[src/rtl/idma_nd_midend_2d.sv]
// 2D iDMA midend: unrolls one 2D descriptor into `reps` strided 1D bursts and tracks completions.
// Optional build macro IDMA_ND_MIDEND_ZERO_SKIP_EN: zero-length descriptors complete without issuing bursts.
module idma_nd_midend_2d #(
    parameter int unsigned AddrWidth  = 64,
    parameter int unsigned LenWidth   = 64,
    parameter int unsigned RepWidth   = 64,
    parameter int unsigned OptWidth   = 32,
    parameter int unsigned OutstWidth = 4
) (
    input  logic                  clk_i,
    input  logic                  rst_i,
    input  logic                  nd_req_valid_i,
    output logic                  nd_req_ready_o,
    input  logic [AddrWidth-1:0]  nd_src_addr_i,
    input  logic [AddrWidth-1:0]  nd_dst_addr_i,
    input  logic [LenWidth-1:0]   nd_length_i,
    input  logic [RepWidth-1:0]   nd_reps_i,
    input  logic [AddrWidth-1:0]  nd_src_stride_i,
    input  logic [AddrWidth-1:0]  nd_dst_stride_i,
    input  logic [OptWidth-1:0]   nd_opt_i,
    output logic                  burst_valid_o,
    input  logic                  burst_ready_i,
    output logic [AddrWidth-1:0]  burst_src_addr_o,
    output logic [AddrWidth-1:0]  burst_dst_addr_o,
    output logic [LenWidth-1:0]   burst_length_o,
    output logic [OptWidth-1:0]   burst_opt_o,
    output logic                  burst_last_o,
    input  logic                  rsp_valid_i,
    input  logic                  rsp_last_i,
    output logic                  nd_done_o,
    output logic                  busy_o
);

    // Handshakes: a transfer occurs on a rising clk edge where valid && ready;
    // once valid is raised, the payload holds until that transfer happens.

    typedef enum logic {IDLE, RUN} state_e;

    localparam logic [OutstWidth-1:0] OutstOne = OutstWidth'(1);
    localparam logic [OutstWidth-1:0] OutstMax = {OutstWidth{1'b1}};
    localparam logic [RepWidth-1:0]   RepOne   = RepWidth'(1);

    state_e                 state_q, state_d;
    logic [AddrWidth-1:0]   src_q, dst_q, src_stride_q, dst_stride_q;
    logic [LenWidth-1:0]    len_q;
    logic [OptWidth-1:0]    opt_q;
    logic [RepWidth-1:0]    rem_q;
    logic [OutstWidth-1:0]  outst_q, outst_d;
    logic                   done_q, done_d;
    logic                   busy_q;
    logic                   accept, zero_skip, burst_hs, rsp_take, rsp_done;

    assign nd_req_ready_o   = (state_q == IDLE) && !rst_i;
    assign burst_valid_o    = (state_q == RUN) && (outst_q != OutstMax);
    assign burst_last_o     = (rem_q == RepOne);
    assign burst_src_addr_o = src_q;
    assign burst_dst_addr_o = dst_q;
    assign burst_length_o   = len_q;
    assign burst_opt_o      = opt_q;
    assign nd_done_o        = done_q;
    assign busy_o           = busy_q;

    assign accept   = nd_req_valid_i && nd_req_ready_o;
    assign burst_hs = burst_valid_o && burst_ready_i;
    assign rsp_take = rsp_valid_i && (outst_q != '0);
    assign rsp_done = rsp_take && rsp_last_i;

`ifdef IDMA_ND_MIDEND_ZERO_SKIP_EN
    logic skip_pend_q, skip_pend_d;

    assign zero_skip = accept && (nd_length_i == '0);

    // A skip completion colliding with a response completion waits one cycle.
    always_comb begin
        done_d      = rsp_done || zero_skip || skip_pend_q;
        skip_pend_d = skip_pend_q ? (zero_skip || rsp_done) : (zero_skip && rsp_done);
    end

    always_ff @(posedge clk_i or posedge rst_i) begin
        if (rst_i) skip_pend_q <= 1'b0;
        else       skip_pend_q <= skip_pend_d;
    end
`else
    assign zero_skip = 1'b0;
    assign done_d    = rsp_done;
`endif

    always_comb begin
        state_d = state_q;
        case (state_q)
            IDLE: if (accept && !zero_skip) state_d = RUN;
            RUN:  if (burst_hs && burst_last_o) state_d = IDLE;
            default: state_d = IDLE;
        endcase
    end

    always_comb begin
        outst_d = outst_q;
        if (burst_hs && !rsp_take)      outst_d = outst_q + OutstOne;
        else if (!burst_hs && rsp_take) outst_d = outst_q - OutstOne;
    end

    always_ff @(posedge clk_i or posedge rst_i) begin
        if (rst_i) begin
            state_q <= IDLE;
            outst_q <= '0;
            done_q  <= 1'b0;
            busy_q  <= 1'b0;
        end else begin
            state_q <= state_d;
            outst_q <= outst_d;
            done_q  <= done_d;
            busy_q  <= (state_d == RUN) || (outst_d != '0);
        end
    end

    // Address generation; strides are two's complement and wrap silently.
    always_ff @(posedge clk_i or posedge rst_i) begin
        if (rst_i) begin
            src_q        <= '0;
            dst_q        <= '0;
            src_stride_q <= '0;
            dst_stride_q <= '0;
            len_q        <= '0;
            opt_q        <= '0;
            rem_q        <= '0;
        end else if (accept) begin
            src_q        <= nd_src_addr_i;
            dst_q        <= nd_dst_addr_i;
            src_stride_q <= nd_src_stride_i;
            dst_stride_q <= nd_dst_stride_i;
            len_q        <= nd_length_i;
            opt_q        <= nd_opt_i;
            rem_q        <= (nd_reps_i == '0) ? RepOne : nd_reps_i;
        end else if (burst_hs) begin
            src_q <= src_q + src_stride_q;
            dst_q <= dst_q + dst_stride_q;
            rem_q <= rem_q - RepOne;
        end
    end

endmodule

[config.mk]
export PLATFORM = sky130hd
export DESIGN_NAME = idma_nd_midend_2d
export DESIGN_NICKNAME = d
export VERILOG_FILES = /design/src/rtl/idma_nd_midend_2d.sv
export SDC_FILE = /design/constraint.sdc
export NUM_CORES = 1
export LEC_CHECK = 0
export ABC_AREA = 1
export ABC_CLOCK_PERIOD_IN_PS = 20700
export CELL_PAD_IN_SITES_DETAIL_PLACEMENT = 1
export CELL_PAD_IN_SITES_GLOBAL_PLACEMENT = 1
export CORE_ASPECT_RATIO = 1.1
export CORE_MARGIN = 3
export CORE_UTILIZATION = 46
export CTS_BUF_LIST = sky130_fd_sc_hd__clkbuf_8
export DETAILED_ROUTE_END_ITERATION = 8
export DONT_BUFFER_PORTS = 1
export PLACE_DENSITY = 0.83
export SLEW_MARGIN = 20
export SYNTH_ARGS = -nofsm -noshare
export SYNTH_HDL_FRONTEND = slang
export SYNTH_SLANG_ARGS = --single-unit
[constraint.sdc]
create_clock -name clk_i -period 20.7 [get_ports clk_i]
set_clock_uncertainty 0.15 [all_clocks]
set_input_delay 4.14 -clock clk_i [delete_from_list [all_inputs] [get_ports clk_i]]
set_output_delay 4.14 -clock clk_i [all_outputs]
set_load 0.005 [all_outputs]
# Word level (Yosys, flattened, before mapping)
# Cells that the tools add are included.
# Widths: inputs -> output; s select.
# classes
addsub,5
multipliers,0
div_mod_pow,0
n_lt_le_gt_ge,0
eq_ne,2
n_shift,0
mux,12
bitwise,1
n_reduce_logical,17
# ops
cell,n
$mux 64,7
$add 64x64->64,2
$eq 64x1->1 const B,1
$logic_not 64->1,1
$sub 64x1->64 const B,1
$logic_and 1x1->1,9
$mux 4,2
$reduce_bool 4->1,2
$add 4x1->4 const B,1
$ne 4x4->1 const B,1
$sub 4x1->4 const B,1
$logic_not 1->1,3
$mux 1,2
$pmux 1 s2,1
$reduce_bool 2->1,1
$logic_or 1x1->1,1
$not 1->1,1
# totals
reg_bits,423
latch_bits,0
ram_bits,0
rom_bits,0
input_bits,422
out_inout_bits,229
n_memories,0

# Longest topological paths before layout
# logic_depth
depth_word,9
ltp_mapped,16

# Worst setup path after synthesis
# OpenSTA, ideal clock, no wires.
# synth_path
kind,input-to-output
from,input port rst_i
to,output port nd_req_ready_o
t_arrival_ps,4295
t_required_ps,16410
setup_slack_ps,12115
stages,1
n_path_buf,0
cell_sequence,nor2_1
# synth_via
elab_chain_len,2
# synth_lines
element,line,rtl
from (decl),11,"input logic rst_i,"
$logic_not 1->1 (no line),--,
$logic_and 1x1->1,53,assign nd_req_ready_o = (state_q == IDLE) && !rst_i;
to (decl),13,"output logic nd_req_ready_o,"
# Every way passes these cells.

# Worst setup path in the final report
# Ends and elaborated chain as after synthesis.

==> summary.txt <==
STA
  – RSZ-0062 raised after global routing: no
  – Worst slew pin tran: 1140 ps
  – Final hold vios: 0
  – Setup violations, final: 0
  – Relative slew margins: 0.243
  – Max-slew violation count: 0
  – Final Critical Period: 8840 ps
  – Tcrit/Tclk final: 0.427
  – Fmax: 113 MHz
  – Setup TNS Final: 0 ps

Clock network
  – Postcts setup bufs: 0
  – Num CTS Buffers: 78
  – H-tree Lvls: 3
  – Root buf cell: clkbuf_8
  – CTS sink count: 423
  – Worst skew pair latency: 680 ps
  – Clock tree from TritonCTS: yes
  – Hold-fix buffers at CTS: 0
  – Clock buffer depth: 3
  – # resized after CTS: 0
  – Worst-path clk slew: 60 ps

Place
  – Hpwl dp: 98,600 um
  – Final GP Congestion: 1.04
  – IO Port Bufs: 0
  – Placed cells: 5,844

Global routing
  – Gr busiest metal: met2
  – GR Util met3: 0.0758
  – GR Overflow Total: 0
  – Largest net degree at the start of global routing: 125
  – Met2 GRT Util: 0.575
  – Global-route wire length before repair: 189,000 um
  – GRT Util Overall: 0.343
  – Number of global-route vias before repair: 33,100
  – GR Util met1: 0.429
  – Antenna violations before repair: 29

Synth
  – Sequential-to-total area share from yosys stat: 0.340
  – Simple-gate portion of the synthesized area: 0.414
  – Mux share of post-synthesis cell area: 0
  – Async SR Flop Fraction: 1.00
  – Post-synth cell types: 49
  – Synth Flop Type: dfrtp_1
  – Mapped cell area: 31,200 sq um
  – XOR/XNOR Fraction of Synth Area: 0.0242
  – Mean Syn Cell Area: 6.12 sq um
  – Compound-Gate Fraction of Synth Area: 0.0601
  – Post-synth EDFFs: 0
  – Synth Register Bits: 423
  – YS warnings: 0
  – Gate Count Post-Synth: 5,097
  – Adder-cell area share of the yosys netlist: 0.0535
  – Syn Nets: 5,651
  – Largest family of logic cells by synthesized area: simple AND/OR/NAND/NOR gates

Cells and area
  – Most common cell after layout, fill and taps aside: nand2_1
  – Post-route insts no fill: 6,010
  – Area Overhead vs Synth: 8.02%
  – Share of cells above drive strength 1: 0.0416
  – Fin util: 0.504
  – Filler Cell Count: 9,327
  – Nets: 5,620
  – Most frequent cells in the layout: nand2_1 (2,500), inv_1 (752), dfrtp_1 (423), nor2_1 (408), nand3_1 (193)

Critical path
  – Worst path depth: 1
  – CP Class: in2out
  – Crit start category: input port
  – Crit path cell chain: nor2_1
  – Required time worst endpoint: 16,410 ps
  – Peak fanout along the critical path: 3
  – CP endpoint kind: output port
  – Worst path max stage delay: 400 ps
  – CP bufs+invs: 0
  – Critical Path AT: 4550 ps
  – R2r worst-path depth: 9
  – Slowest stage cell, crit path: nor2_1
  – Critical R2R Launch: state_q
  – Delay-heaviest family, CP: simple AND/OR/NAND/NOR gates
  – R2R Setup Slk: 16,640 ps
  – Reg2Reg Capture Point: burst_dst_addr_o[48]

Floorplan
  – Die Height: 279 um
  – Initial Util: 0.467
  – Total core area: 66,800 sq um
  – Die area: 70,900 sq um
  – Die Wd: 254 um
  – # rows: 99
  – Io pins: 651

Pwr
  – LEAKAGE: 0.0196 uW
  – Internal power: 2730 uW
  – PD cells: 171 nW/um^2
  – Sw Ratio: 0.526
  – Clock share of power: 0.160
  – Maximum VDD drop: 74.3 uV
  – Sw Pwr: 3030 uW
  – Reg power frac: 0.283
  – Logic gate share of total power: 0.557

Route
  – WL/cell: 20.7 um
  – DRT iter0 DRCs: 2,105
  – Drt total wl: 124,000 um
  – DR DRC count: 0
  – DRT Pass-1 Iters: 7
  – Vias per inst: 5.35
  – Post-DRT Antenna Nets: 0
  – Via count: 32,200

Job
  – Max_cap viols: 0

Worst hold path
  – Hold EP: dst_stride_q[0]
  – Hold depth: 2
  – Hold Path Origin: dst_stride_q[0]
  – HP Class: reg2reg

Run status
  – Run status: finished clean
[power by group through the flow]
stage          sequential, uW  clock (uW)  combinational [uW]
6_report                 1630         922                3210
5_1_grt                  1670         979                3620
4_1_cts                  1630         940                3190
3_5_place_dp             1630           0                3160
3_3_place_gp             1630           0                3040
2_1_floorplan            1440           0                2260
[registers in the layout (all words and copies together), names as in the netlist]
register / cells
burst_dst_addr_o: 64
rem_q: 64
dst_stride_q: 64
burst_length_o: 64
busy_o: 1
burst_src_addr_o: 64
src_stride_q: 64
burst_opt_o: 32
outst_q: 4
nd_done_o: 1
state_q: 1
[final cells by class]
| class | count | area, sq um | share of cell area |
|---|---|---|---|
| diodes | 27 | 67.6 | 0.00201 |
| clock buffers | 104 | 1430 | 0.0425 |
| clock inverters | 35 | 335 | 0.00996 |
| inverters | 748 | 2830 | 0.0839 |
| multi-input cells | 3797 | 17200 | 0.511 |
| flip-flops and latches | 423 | 10600 | 0.314 |
| well taps | 858 | 1070 | 0.0319 |
| repair buffers | 18 | 135 | 0.00401 |
[synth_stat cells, drive strengths merged (4+ instances only)]
| cell | n | area, sq um |
|---|---|---|
| nand2 | 2508 | 9430 |
| inv | 747 | 2800 |
| nor2 | 426 | 1670 |
| dfrtp | 423 | 10600 |
| nand3 | 198 | 1030 |
| a21oi | 141 | 706 |
| ha | 130 | 1630 |
| buf | 85 | 415 |
| o21ai | 81 | 405 |
| xor2 | 62 | 543 |
| nor3 | 48 | 298 |
| clkbuf | 44 | 165 |
| nand4 | 30 | 188 |
| xnor2 | 24 | 210 |
| o211ai | 23 | 173 |
| or2 | 21 | 131 |
| o22ai | 19 | 119 |
| nor4 | 13 | 81.3 |
| o21bai | 13 | 97.6 |
| o221ai | 13 | 114 |
| a31oi | 12 | 75.1 |
| nand3b | 6 | 45.0 |
| a211oi | 5 | 37.5 |
| a22oi | 4 | 30.0 |
| and2 | 4 | 25.0 |
| o21a | 4 | 30.0 |
[worst max path at each step]
stage / from / endpoint / slack, ps
2_1_floorplan: rst_i / burst_dst_addr_o[0] / 4630
3_3_place_gp: rst_i / nd_req_ready_o / 11870
3_5_place_dp: rst_i / nd_req_ready_o / 11850
4_1_cts: rst_i / nd_req_ready_o / 11850
5_1_grt: rst_i / nd_req_ready_o / 11850
6_report: rst_i / nd_req_ready_o / 11860
[metal layers]
metal | up-vias | share of wire
li1 | 15500 | -
met1 | 15500 | 0.41
met2 | 1024 | 0.48
met3 | 243 | 0.071
met4 | 10 | 0.039
met5 | - | 0.00052
[through the flow]
stage	total power (uW)	worst slack [ps]	hold slack, ps	cell area (sq um)
2_1_floorplan	3710	4630	303	31200
3_3_place_gp	4670	11870	317	31800
4_1_cts	5760	11850	337	33600
5_1_grt	6270	11850	352	33600
3_5_place_dp	4790	11850	321	31800
6_report	5770	11860	336	33700
[kinds of logic (layout without fill, tap and decap cells)]
group                    after synthesis  count (layout)
AND/OR/NAND/NOR                     3254            3254
buffers and inverters                877             905
flip-flops                           423             423
AO/OA/AOI/OAI                        325             325
adder cells (fa/ha/maj)              132             132
XOR/XNOR                              86              86
other                                  0              27
Note: power is estimated with default switching activity, not from simulation.
